===== src/rtl/sudoku_cmd_sequencer.sv =====
// sudoku_cmd_sequencer: button events -> single-cycle engine commands via a one-entry slot, plus mode FSM and cursor flash.
// Define SUDOKU_AUTOREPEAT_EN to enable auto-repeat of held direction buttons in MOVE mode.
module sudoku_cmd_sequencer #(
    parameter int FLASH_BITS    = 27,
    parameter int REPEAT_DELAY  = 50000000,
    parameter int REPEAT_PERIOD = 10000000
) (
    input  logic       clk,
    input  logic       reset,
    input  logic       btn_c_pulse,
    input  logic       btn_u_pulse,
    input  logic       btn_d_pulse,
    input  logic       btn_l_pulse,
    input  logic       btn_r_pulse,
    input  logic       btn_u_level,
    input  logic       btn_d_level,
    input  logic       btn_l_level,
    input  logic       btn_r_level,
    input  logic       engine_ready,
    input  logic       game_over,
    output logic       cmd_up,
    output logic       cmd_down,
    output logic       cmd_left,
    output logic       cmd_right,
    output logic       cmd_enter,
    output logic [3:0] cmd_number,
    output logic       cmd_valid,
    output logic [1:0] mode,
    output logic [3:0] selected_number,
    output logic       flash_visible,
    output logic [7:0] drop_count
);
    typedef enum logic [1:0] {MOVE = 2'd0, NUMBER = 2'd1, LOCKED = 2'd2} mode_t;
    typedef enum logic [2:0] {E_NONE, E_C, E_U, E_D, E_L, E_R} evt_t;

    mode_t                 state;
    evt_t                  evt, syn_evt;
    logic                  pend, p_enter, issue, load_dir, load_ent, load, drop;
    logic [3:0]            p_dir, p_num;
    logic [FLASH_BITS-1:0] flash_cnt;

    assign mode          = state;
    assign flash_visible = state == NUMBER ? flash_cnt[FLASH_BITS-1] : 1'b1;

    // Back-to-back issue is blocked so cmd_valid never stays high for two cycles.
    always_comb begin
        evt = btn_c_pulse ? E_C : btn_u_pulse ? E_U : btn_d_pulse ? E_D :
              btn_l_pulse ? E_L : btn_r_pulse ? E_R : syn_evt;
        issue    = pend && engine_ready && !cmd_valid;
        load_dir = !game_over && state == MOVE && evt inside {E_U, E_D, E_L, E_R};
        load_ent = !game_over && state == NUMBER && evt == E_C;
        load     = (load_dir || load_ent) && (!pend || issue);
        drop     = (load_dir || load_ent) && pend && !issue;
    end

    always_ff @(posedge clk or posedge reset) begin
        if (reset) begin
            state           <= MOVE;
            selected_number <= 4'd1;
            pend            <= 1'b0;
            p_dir           <= 4'd0;
            p_enter         <= 1'b0;
            p_num           <= 4'd0;
            {cmd_up, cmd_down, cmd_left, cmd_right, cmd_enter, cmd_valid} <= 6'd0;
            cmd_number      <= 4'd0;
            flash_cnt       <= '0;
            drop_count      <= 8'd0;
        end else begin
            flash_cnt  <= flash_cnt + 1'b1;
            cmd_valid  <= issue;
            {cmd_up, cmd_down, cmd_left, cmd_right} <= issue ? p_dir : 4'd0;
            cmd_enter  <= issue && p_enter;
            cmd_number <= issue ? p_num : 4'd0;
            pend       <= load || (pend && !issue);
            if (load) begin
                p_dir   <= {evt == E_U, evt == E_D, evt == E_L, evt == E_R} & {4{load_dir}};
                p_enter <= load_ent;
                p_num   <= load_ent ? selected_number : 4'd0;
            end
            if (drop && drop_count != 8'hFF)
                drop_count <= drop_count + 8'd1;
            if (game_over)
                state <= LOCKED;
            else if (state == MOVE && evt == E_C)
                state <= NUMBER;
            else if (state == NUMBER && (evt == E_L || (evt == E_C && load)))
                state <= MOVE;
            if (!game_over && state == NUMBER && evt == E_U)
                selected_number <= selected_number == 4'd9 ? 4'd1 : selected_number + 4'd1;
            else if (!game_over && state == NUMBER && evt == E_D)
                selected_number <= selected_number == 4'd1 ? 4'd9 : selected_number - 4'd1;
        end
    end

`ifdef SUDOKU_AUTOREPEAT_EN
    logic        rep_on, held, fire, dir_pulse;
    logic [3:0]  rep_sel;
    logic [31:0] rep_cnt;

    assign held      = |(rep_sel & {btn_u_level, btn_d_level, btn_l_level, btn_r_level});
    assign fire      = rep_on && held && state == MOVE && rep_cnt == 32'(REPEAT_DELAY - 1);
    assign syn_evt   = !fire ? E_NONE : rep_sel[3] ? E_U : rep_sel[2] ? E_D : rep_sel[1] ? E_L : E_R;
    assign dir_pulse = !btn_c_pulse && (btn_u_pulse || btn_d_pulse || btn_l_pulse || btn_r_pulse);

    // A fresh direction pulse restarts the timer; after the first repeat it reloads to space repeats by REPEAT_PERIOD.
    always_ff @(posedge clk or posedge reset) begin
        if (reset) begin
            rep_on  <= 1'b0;
            rep_sel <= 4'd0;
            rep_cnt <= 32'd0;
        end else if (game_over || state != MOVE || btn_c_pulse) begin
            rep_on <= 1'b0;
        end else if (dir_pulse) begin
            rep_on  <= 1'b1;
            rep_sel <= {evt == E_U, evt == E_D, evt == E_L, evt == E_R};
            rep_cnt <= 32'd0;
        end else if (!held) begin
            rep_on <= 1'b0;
        end else if (fire) begin
            rep_cnt <= 32'(REPEAT_DELAY - REPEAT_PERIOD);
        end else begin
            rep_cnt <= rep_cnt + 32'd1;
        end
    end
`else
    logic unused_levels;
    assign syn_evt       = E_NONE;
    assign unused_levels = ^{btn_u_level, btn_d_level, btn_l_level, btn_r_level,
                             REPEAT_DELAY[0], REPEAT_PERIOD[0]};
`endif
endmodule

===== config.mk =====
export PLATFORM = sky130hd
export DESIGN_NAME = sudoku_cmd_sequencer
export DESIGN_NICKNAME = d
export VERILOG_FILES = /design/src/rtl/sudoku_cmd_sequencer.sv
export SDC_FILE = /design/constraint.sdc
export NUM_CORES = 1
export LEC_CHECK = 0
export ABC_AREA = 0
export ABC_CLOCK_PERIOD_IN_PS = 4340
export CORE_MARGIN = 4
export CORE_UTILIZATION = 45
export DETAILED_ROUTE_END_ITERATION = 16
export PLACE_DENSITY = 0.68
export SLEW_MARGIN = 0
export SYNTH_ARGS = -nofsm -noshare
export SYNTH_HDL_FRONTEND = slang
export SYNTH_SLANG_ARGS = --single-unit

===== constraint.sdc =====
create_clock -name clk -period 4.34 [get_ports clk]
set_input_delay 0.868 -clock clk [delete_from_list [all_inputs] [get_ports clk]]
set_output_delay 0.868 -clock clk [all_outputs]
set_load 0.01 [all_outputs]

---- Yosys cells after proc, flatten, opt, wreduce, memory -nomap -nowiden ----
Cells that the tools add are included.
word-level totals
  register bits after elaboration ......... 61
  input bits .............................. 13
  output and inout port bits .............. 25
  word-level logic and storage cells ...... 74
operators by class
  add/subtract/negate cells ............... 4
  equality and inequality tests ........... 9
  multiplexer cells ....................... 16
  bitwise gates (word level) .............. 1
  reductions and logical operators ........ 29
operator list
  kind                   number
  $mux 4                 7
  $add 27x1->27 const B  1
  $logic_and 1x1->1      17
  $mux 3                 5
  $add 8x1->8 const B    1
  $ne 8x8->1 const B     1
  $eq 3x2->1 const B     2
  $eq 3x3->1 const B     2
  $mux 2                 3
  $add 4x1->4 const B    1
  $and 4x4->4            1
  $eq 4x1->1 const B     1
  $eq 4x4->1 const B     1
  $logic_not 1->1        4
  $logic_or 1x1->1       4
  $reduce_bool 4->1      1
  $sub 4x1->4 const B    1
  $eq 3x1->1 const B     1
  $reduce_bool 3->1      1
  $eq 2x1->1 const B     1
  $logic_not 2->1        1
  $reduce_bool 2->1      1
  $mux 1                 1

---- Depth between registers and ports, before layout ----
Gate-level depths: netlist (run 1).
  depth after elaboration ................. 16
  gate-level depth with buffers ........... 7
  gate-level depth less buffers ........... 7

---- Worst setup path before layout (run 1) ----
OpenSTA, ideal clock, no wires.
  path type ............................... input to register
  start point ............................. input btn_u_pulse
  end point ............................... register drop_count[1]
  setup time .............................. 0.125 ns
  data arrival time ....................... 2.033 ns
  data required time ...................... 4.215 ns
  setup slack ............................. 2.183 ns
  cell stages on the path ................. 5
  path buffers ............................ 1
  path through ............................ buf_2 or4_1 a21oi_2 a311oi_4 mux2_2
between the ends
  cells in the longest elaborated chain, start to end .. 9
  elaborated cells between the ends (all ways) .. 14
  classes of those cells .................. eq/ne: 5; mux: 2; reduce/logical: 7
RTL lines
  what                                      line  text
  start: declaration                        11    input logic btn_u_pulse,
  $mux 3 * (2 in a row)                     47    evt = btn_c_pulse ? E_C : btn_u_pulse ? E_U : btn_d_pulse ? E_D :
  $eq 3x2->1 or $eq 3x3->1 (tied branches)  50    load_dir = !game_over && state == MOVE && evt inside {E_U, E_D, E_L, E_R};
  $reduce_bool 4->1                         50
  $logic_and 1x1->1                         50
  $logic_or 1x1->1 *                        53    drop = (load_dir || load_ent) && pend && !issue;
  $logic_and 1x1->1 * (2 in a row)          53
  $logic_and 1x1->1 *                       80    if (drop && drop_count != 8'hFF)
  end signal: assignment                    81    drop_count <= drop_count + 8'd1;
  end: declaration                          31    output logic [7:0] drop_count
Mark *: on every way between the ends. The rest lies on a longest branch, timed or not.
A chain may end at the register's enable or synchronous reset.

---- Final worst setup path (run 1) ----
  start point ............................. input btn_c_pulse
  end point ............................... register drop_count[1]
between the ends
  cells in the longest elaborated chain, start to end .. 8
  elaborated cells between the ends (all ways) .. 13
  classes of those cells .................. eq/ne: 5; mux: 1; reduce/logical: 7
RTL lines
  what                                      line  text
  start: declaration                        10    input logic btn_c_pulse,
  $mux 3 *                                  47
  $eq 3x2->1 or $eq 3x3->1 (tied branches)  50
  $reduce_bool 4->1                         50
  $logic_and 1x1->1                         50
  $logic_or 1x1->1 *                        53
  $logic_and 1x1->1 * (2 in a row)          53
  $logic_and 1x1->1 *                       80
Marks and branches as above.

==> impl_metrics.toml, run 1 <==
[run_status]
outcome = "finished, final reports clean"

[setup_path]
cpMaxStageDelayCell = "clkdlybuf4s50_1"
crit_path_start_kind = "primary input"
crit_arrival_ns = 2.69
required_ns = 4.55
cpLargestDelayFamily = "compound AO/OA/AOI/OAI gates"
cp_max_fo = 8
path_cells = "clkdlybuf4s50_1, nor4_4, a21oi_2, a311oi_4, mux2_2"
cp.buffers_inverters = 1
slowest_delay_ns = 0.53
reg2reg_depth = 4
path_depth = 5
endpoint_kind = "register"
path_class = "primary input to register"

[floorplanning]
rows = 27
fp.dieW_um = 85.3
pin_count = 38
die_h_um = 85.3
core_mm2 = 0.00564
fp.dieArea_mm2 = 0.00728
start_util = 0.477

[power]
peakVddDrop_mv = 0.175
powerDensity_mw_per_mm2 = 333
power_leakage_nw = 1.45

[synthesis]
synth.largest_area_cell = "dfrtp_1"
synthCells = 235
yosys-top-cells-count = "60 x dfrtp_1, 26 x xnor2_1, 25 x nand2_1"
avgSynthCellArea_um2 = 11.4
synth_flop_cell = "dfrtp_1"
ys_top_cells_by_area = "dfrtp_1 56%, xnor2_1 8.5%, nand2_1 3.5%"
synth_cell_type_count = 43
syn-cell-area_mm2 = 0.00269
synth_edf_count = 0
synth_top_area_share = 0.558
ys_warn_count = 0
syn-num-nets = 254
ys_seq_area_frac = 0.568
ys_async_sr_fraction = 1.00
ys_seq_elements = 61
synth_most_common_cell = "dfrtp_1"

[route]
ant_nets = 0
initialDrtViolationCount = 76
vias = 1796
drtPass1Iterations = 4
wl_per_cell_um = 13.6
finalWirelength_um = 4830
viasPerCell = 5.06
drc = 0

[global_route]
overflow = 0
grt_pass1_vias = 1792
antenna_found_initial = 0
grt_max_degree = 34
grt_pass1_wl_um = 8450
grt_use_total = 0.148

[timing]
drv_slew = 0
tightestPinTransition_ns = 0.679
setup_violations = 0
fmax_ghz = 0.404
finalClockSkew_ns = 0.00723
fin_crit_sh = 0.571
final.setup.tns_ns = 0
rsz0062_at_grt = "false"
fin_crit_ns = 2.48
hold_violations = 0
slew_headroom = 0.547

[clocking]
post_cts_buffers = 0
cts.clk_slew.worst_paths_ns = 0.07
cts_tree = "built"
worstSkewPairLatency_ns = 0.33
cts_made_buffers = 9
clockBufferDepth = 2
cts_root_buffer = "clkbuf_8"
h-tree-depth = 3
ctsHoldBuffers = 0
cts_sinks = 61
cts_resized = 0

[finish]
drive_above_1_share = 0.0919
instances_no_fill = 355
final_nets = 297
final_area_mm2 = 0.00330
diodes = 0
syn_to_final_growth_pct = 22.6
utilization = 0.585
fill_cells = 463

[job]
max-cap-violations = 0

[min_path]
worstHoldPathType = "register to register"
hold_path_depth = 1

[place]
portBuffers = 33
dp_hpwl_um = 3410
gp_congestion = 0.814
dpl_cell_area_mm2 = 0.00311
dp.cells = 339
[area by class of cell]
cell class                      instances  area, um^2  share of cell area
Clock buffer                           12         145              0.0440
Clock inverter                          4        47.5              0.0144
Inverter                                8        30.0             0.00910
Multi-Input combinational cell        164        1120               0.340
Sequential cell                        61        1530               0.463
Tap cell                               72        90.1              0.0273
Timing Repair Buffer                   34         338               0.102
[registers in the layout (all words and copies together) (netlist names), 2 cells and up]
register	cells
cmd_number	4
drop_count	8
flash_cnt	27
mode	2
p_dir	4
p_num	4
selected_number	4
[through the flow]
stage                     power (mW)  setup WS (ns)  hold WS, ns
after floorplan                0.603           1.96        0.438
after global placement         0.621           1.50        0.454
after detailed placement       0.621           1.49        0.457
after CTS                       1.11           1.85        0.471
after global routing            1.15           1.73        0.482
final                           1.10           1.86        0.469
[cell families (layout without fill, tap and decap cells)]
group	Yosys count	after routing	synth area share
muxes	1	1	0.00419
buffers and inverters	10	58	0.0158
AOI/OAI and AO/OA	29	29	0.0805
xor gates and xnor gates	33	33	0.107
DFF	61	61	0.568
adders and majority gates	6	6	0.0279
and+or+nand+nor	95	95	0.196
[cells in the final DEF (no fill, tap or decap), types with 3 or more instances in the layout]
master	n
nand3_1	8
xor2_1	7
nor2_1	12
and3_1	6
nor2b_1	3
ha_1	6
a21oi_1	4
xnor2_1	26
inv_1	7
and2_1	11
clkdlybuf4s50_1	33
nand2_1	25
nor3_1	3
a22o_1	4
nand4_1	13
clkbuf_8	10
o21ai_0	9
dfrtp_1	60
[report_power, final]
group	total, mW	switching [mW]	internal [mW]
clock network	0.488	0.208	0.279
logic	0.0361	0.0216	0.0146
registers	0.573	0.00256	0.571
total	1.10	0.233	0.864
[metal layers]
| layer | global-route usage | vias up | share of wire |
|---|---|---|---|
| met3 | 0.0437 | 9 | 0.045 |
| met4 | 0.0863 | 0 | 0.023 |
| li1 | - | 907 | - |
| met5 | 0 | - | 0 |
| met1 | 0.206 | 851 | 0.49 |
| met2 | 0.205 | 29 | 0.44 |
[path summary, 6_finish.rpt]
kind	startpoint	end	slack, ns
setup / recovery	btn_c_pulse	drop_count[1]	1.86
hold / removal	p_enter	p_enter	0.47
setup reg to reg	mode[0]	drop_count[1]	2.43
hold reg to reg	p_enter	p_enter	0.47
max in group asynchronous	reset	flash_cnt[6]	2.56
min in group asynchronous	reset	flash_cnt[14]	0.96
[worst register-to-register path: cells and delay by family, from the launching register on]
kind             cells  cell delay, ns
flip-flops           1            0.47
multiplexers         1            0.38
AND/OR/NAND/NOR      1            0.38
AO/OA/AOI/OAI        2            0.57
Note: power is estimated with default switching activity, not from simulation.
==> run 2, diff against run 1 <==
- ABC_CLOCK_PERIOD_IN_PS: 4340 -> 2100
- PLACE_DENSITY: 0.68 -> 0.7
- clock period: 4.34 -> 2.1 ns (I/O delays scaled with it)
==> run 2 against run 1 <==
Net effect: hold slack got worse by 0.099 ns; flip-flop and latch count unchanged; final cell count increased by 2.8%; critical path depth decreased by 4; sequential power increased by 110%; count of clock-buffer cells in the layout unchanged; non-clock buffer count increased by 10; first-iteration DRC count increased by 47%; die area unchanged; critical endpoint is now selected_number[0]; largest cell class unchanged; largest power group unchanged.
==> impl_metrics.toml, run 2 (synthesis gave the netlist of run 1 again) <==
[setup_path]
cp_max_fo = 8
crit_arrival_ns = 1.51
cpLargestDelayFamily = "flip-flops"
required_ns = 1.68
worst_r2r_startpoint = "mode[0]"
path_cells = "clkdlybuf4s50_1"
path_class = "register to output port"
worstSetupStartpoint = "selected_number[0]"
crit_path_start_kind = "register"
endpoint_kind = "output port"
slowest_delay_ns = 0.61
cp.buffers_inverters = 1
cpMaxStageDelayCell = "dfstp_2"

[place]
dp_hpwl_um = 3640
dpl_cell_area_mm2 = 0.00319
gp_congestion = 0.798
pre_cts_ws_ns = -0.159
portBuffers = 33

[route]
initialDrtViolationCount = 112
drtPass1Iterations = 4
viasPerCell = 5.09
drc = 0
wl_per_cell_um = 13.6
ant_nets = 0
vias = 1858
finalWirelength_um = 4970

[finish]
largestRegisters = "flash_cnt (27), drop_count (8)"
regMostFlops = "flash_cnt"
diodes = 0
final_common_cell = "dfrtp_1"
final_nets = 307
final_area_mm2 = 0.00337
fill_cells = 485
drive_above_1_share = 0.126
mostFrequentLayoutCells = "60 x dfrtp_1, 33 x clkdlybuf4s50_1, 26 x xnor2_1"
largest_reg_flops = 27
syn_to_final_growth_pct = 25.3

[timing]
fmax_ghz = 0.519
hold_violations = 0
fin_ws_ns = 0.172
rsz0062_at_grt = "false"
setup_violations = 0
fin_crit_ns = 1.93
final.setup.tns_ns = 0
fin_crit_sh = 0.918
tightestPinTransition_ns = 0.464
slew_headroom = 0.689
drv_slew = 0
finalClockSkew_ns = 0.00508

[global_route]
grt_pass1_vias = 1971
grt_max_degree = 35
grt_use_total = 0.156
antenna_found_initial = 0
grt_pass1_wl_um = 8930
overflow = 0

[clocking]
clockBufferDepth = 2
cts_resized = 0
h-tree-depth = 3
cts_root_buffer = "clkbuf_8"
cts_made_buffers = 9
cts.clk_slew.worst_paths_ns = 0.07
worstSkewPairLatency_ns = 0.33
post_cts_buffers = 0
cts_tree = "built"
cts_sinks = 61
ctsHoldBuffers = 0

[power]
power_leakage_nw = 1.50
peakVddDrop_mv = 0.396
powerDensity_mw_per_mm2 = 651

[job]
max-cap-violations = 0

[floorplanning]
fp.dieW_um = 85.3
core_mm2 = 0.00564
start_util = 0.477
die_h_um = 85.3
rows = 27
pin_count = 38
fp.dieArea_mm2 = 0.00728

[min_path]
worstHoldPathType = "primary input to async pin"

[run_status]
outcome = "finished, final reports clean"
[run 2: cell types whose count changed in the layout (fill, tap and decap cells not counted)]
| cell | before | now |
|---|---|---|
| clkinv_2 | 2 | 3 |
| clkbuf_1 | 2 | 1 |
| buf_12 | 0 | 1 |
| clkbuf_8 | 10 | 11 |
| buf_4 | 1 | 10 |
| bufinv_16 | 1 | 0 |
[run 2: where the power goes]
part / leakage [nW] / internal [mW] / switching (mW) / total, mW
combinational: 0.584 / 0.0393 / 0.0484 / 0.0877
sequential: 0.828 / 1.18 / 0.00420 / 1.18
clock: 0.0921 / 0.486 / 0.436 / 0.922
[run 2: per-stage QoR]
stage               power [mW]  utilization  cells  hold WS, ns
floorplan                 1.25            -    235        0.438
global placement          1.29        0.566    349        0.454
detailed placement        1.29        0.566    349        0.458
CTS                       2.21        0.597    365        0.375
global route              2.28        0.597    365        0.401
finish                    2.19        0.597    365        0.370
[run 2: per-layer routing]
| metal | global-route usage | share of wire | vias to the layer above |
|---|---|---|---|
| li1 | - | - | 924 |
| met1 | 0.200 | 0.47 | 888 |
| met2 | 0.239 | 0.45 | 41 |
| met3 | 0.0573 | 0.061 | 5 |
| met4 | 0.0647 | 0.016 | 0 |
| met5 | 0 | 0 | - |
[run 2: layout make-up]
class | count | area [um^2] | share of cell area
timing repair buffer | 44 | 425 | 0.126
clock buffer | 12 | 155 | 0.0460
multi-input combinational | 164 | 1120 | 0.332
clock inverter | 4 | 22.5 | 0.00668
inverter | 8 | 30.0 | 0.00891
tap | 72 | 90.1 | 0.0267
sequential | 61 | 1530 | 0.453
[run 2: path summary, 6_finish.rpt]
check	to	slack, ns	depth (start not counted)
max	selected_number[0]	0.17	1
min in group clk	flash_cnt[7]	0.47	1
min reg2reg	flash_cnt[7]	0.47	1
min	flash_cnt[2]	0.37	2
max reg2reg	drop_count[1]	0.27	4
max in group asynchronous	selected_number[0]	1.17	3
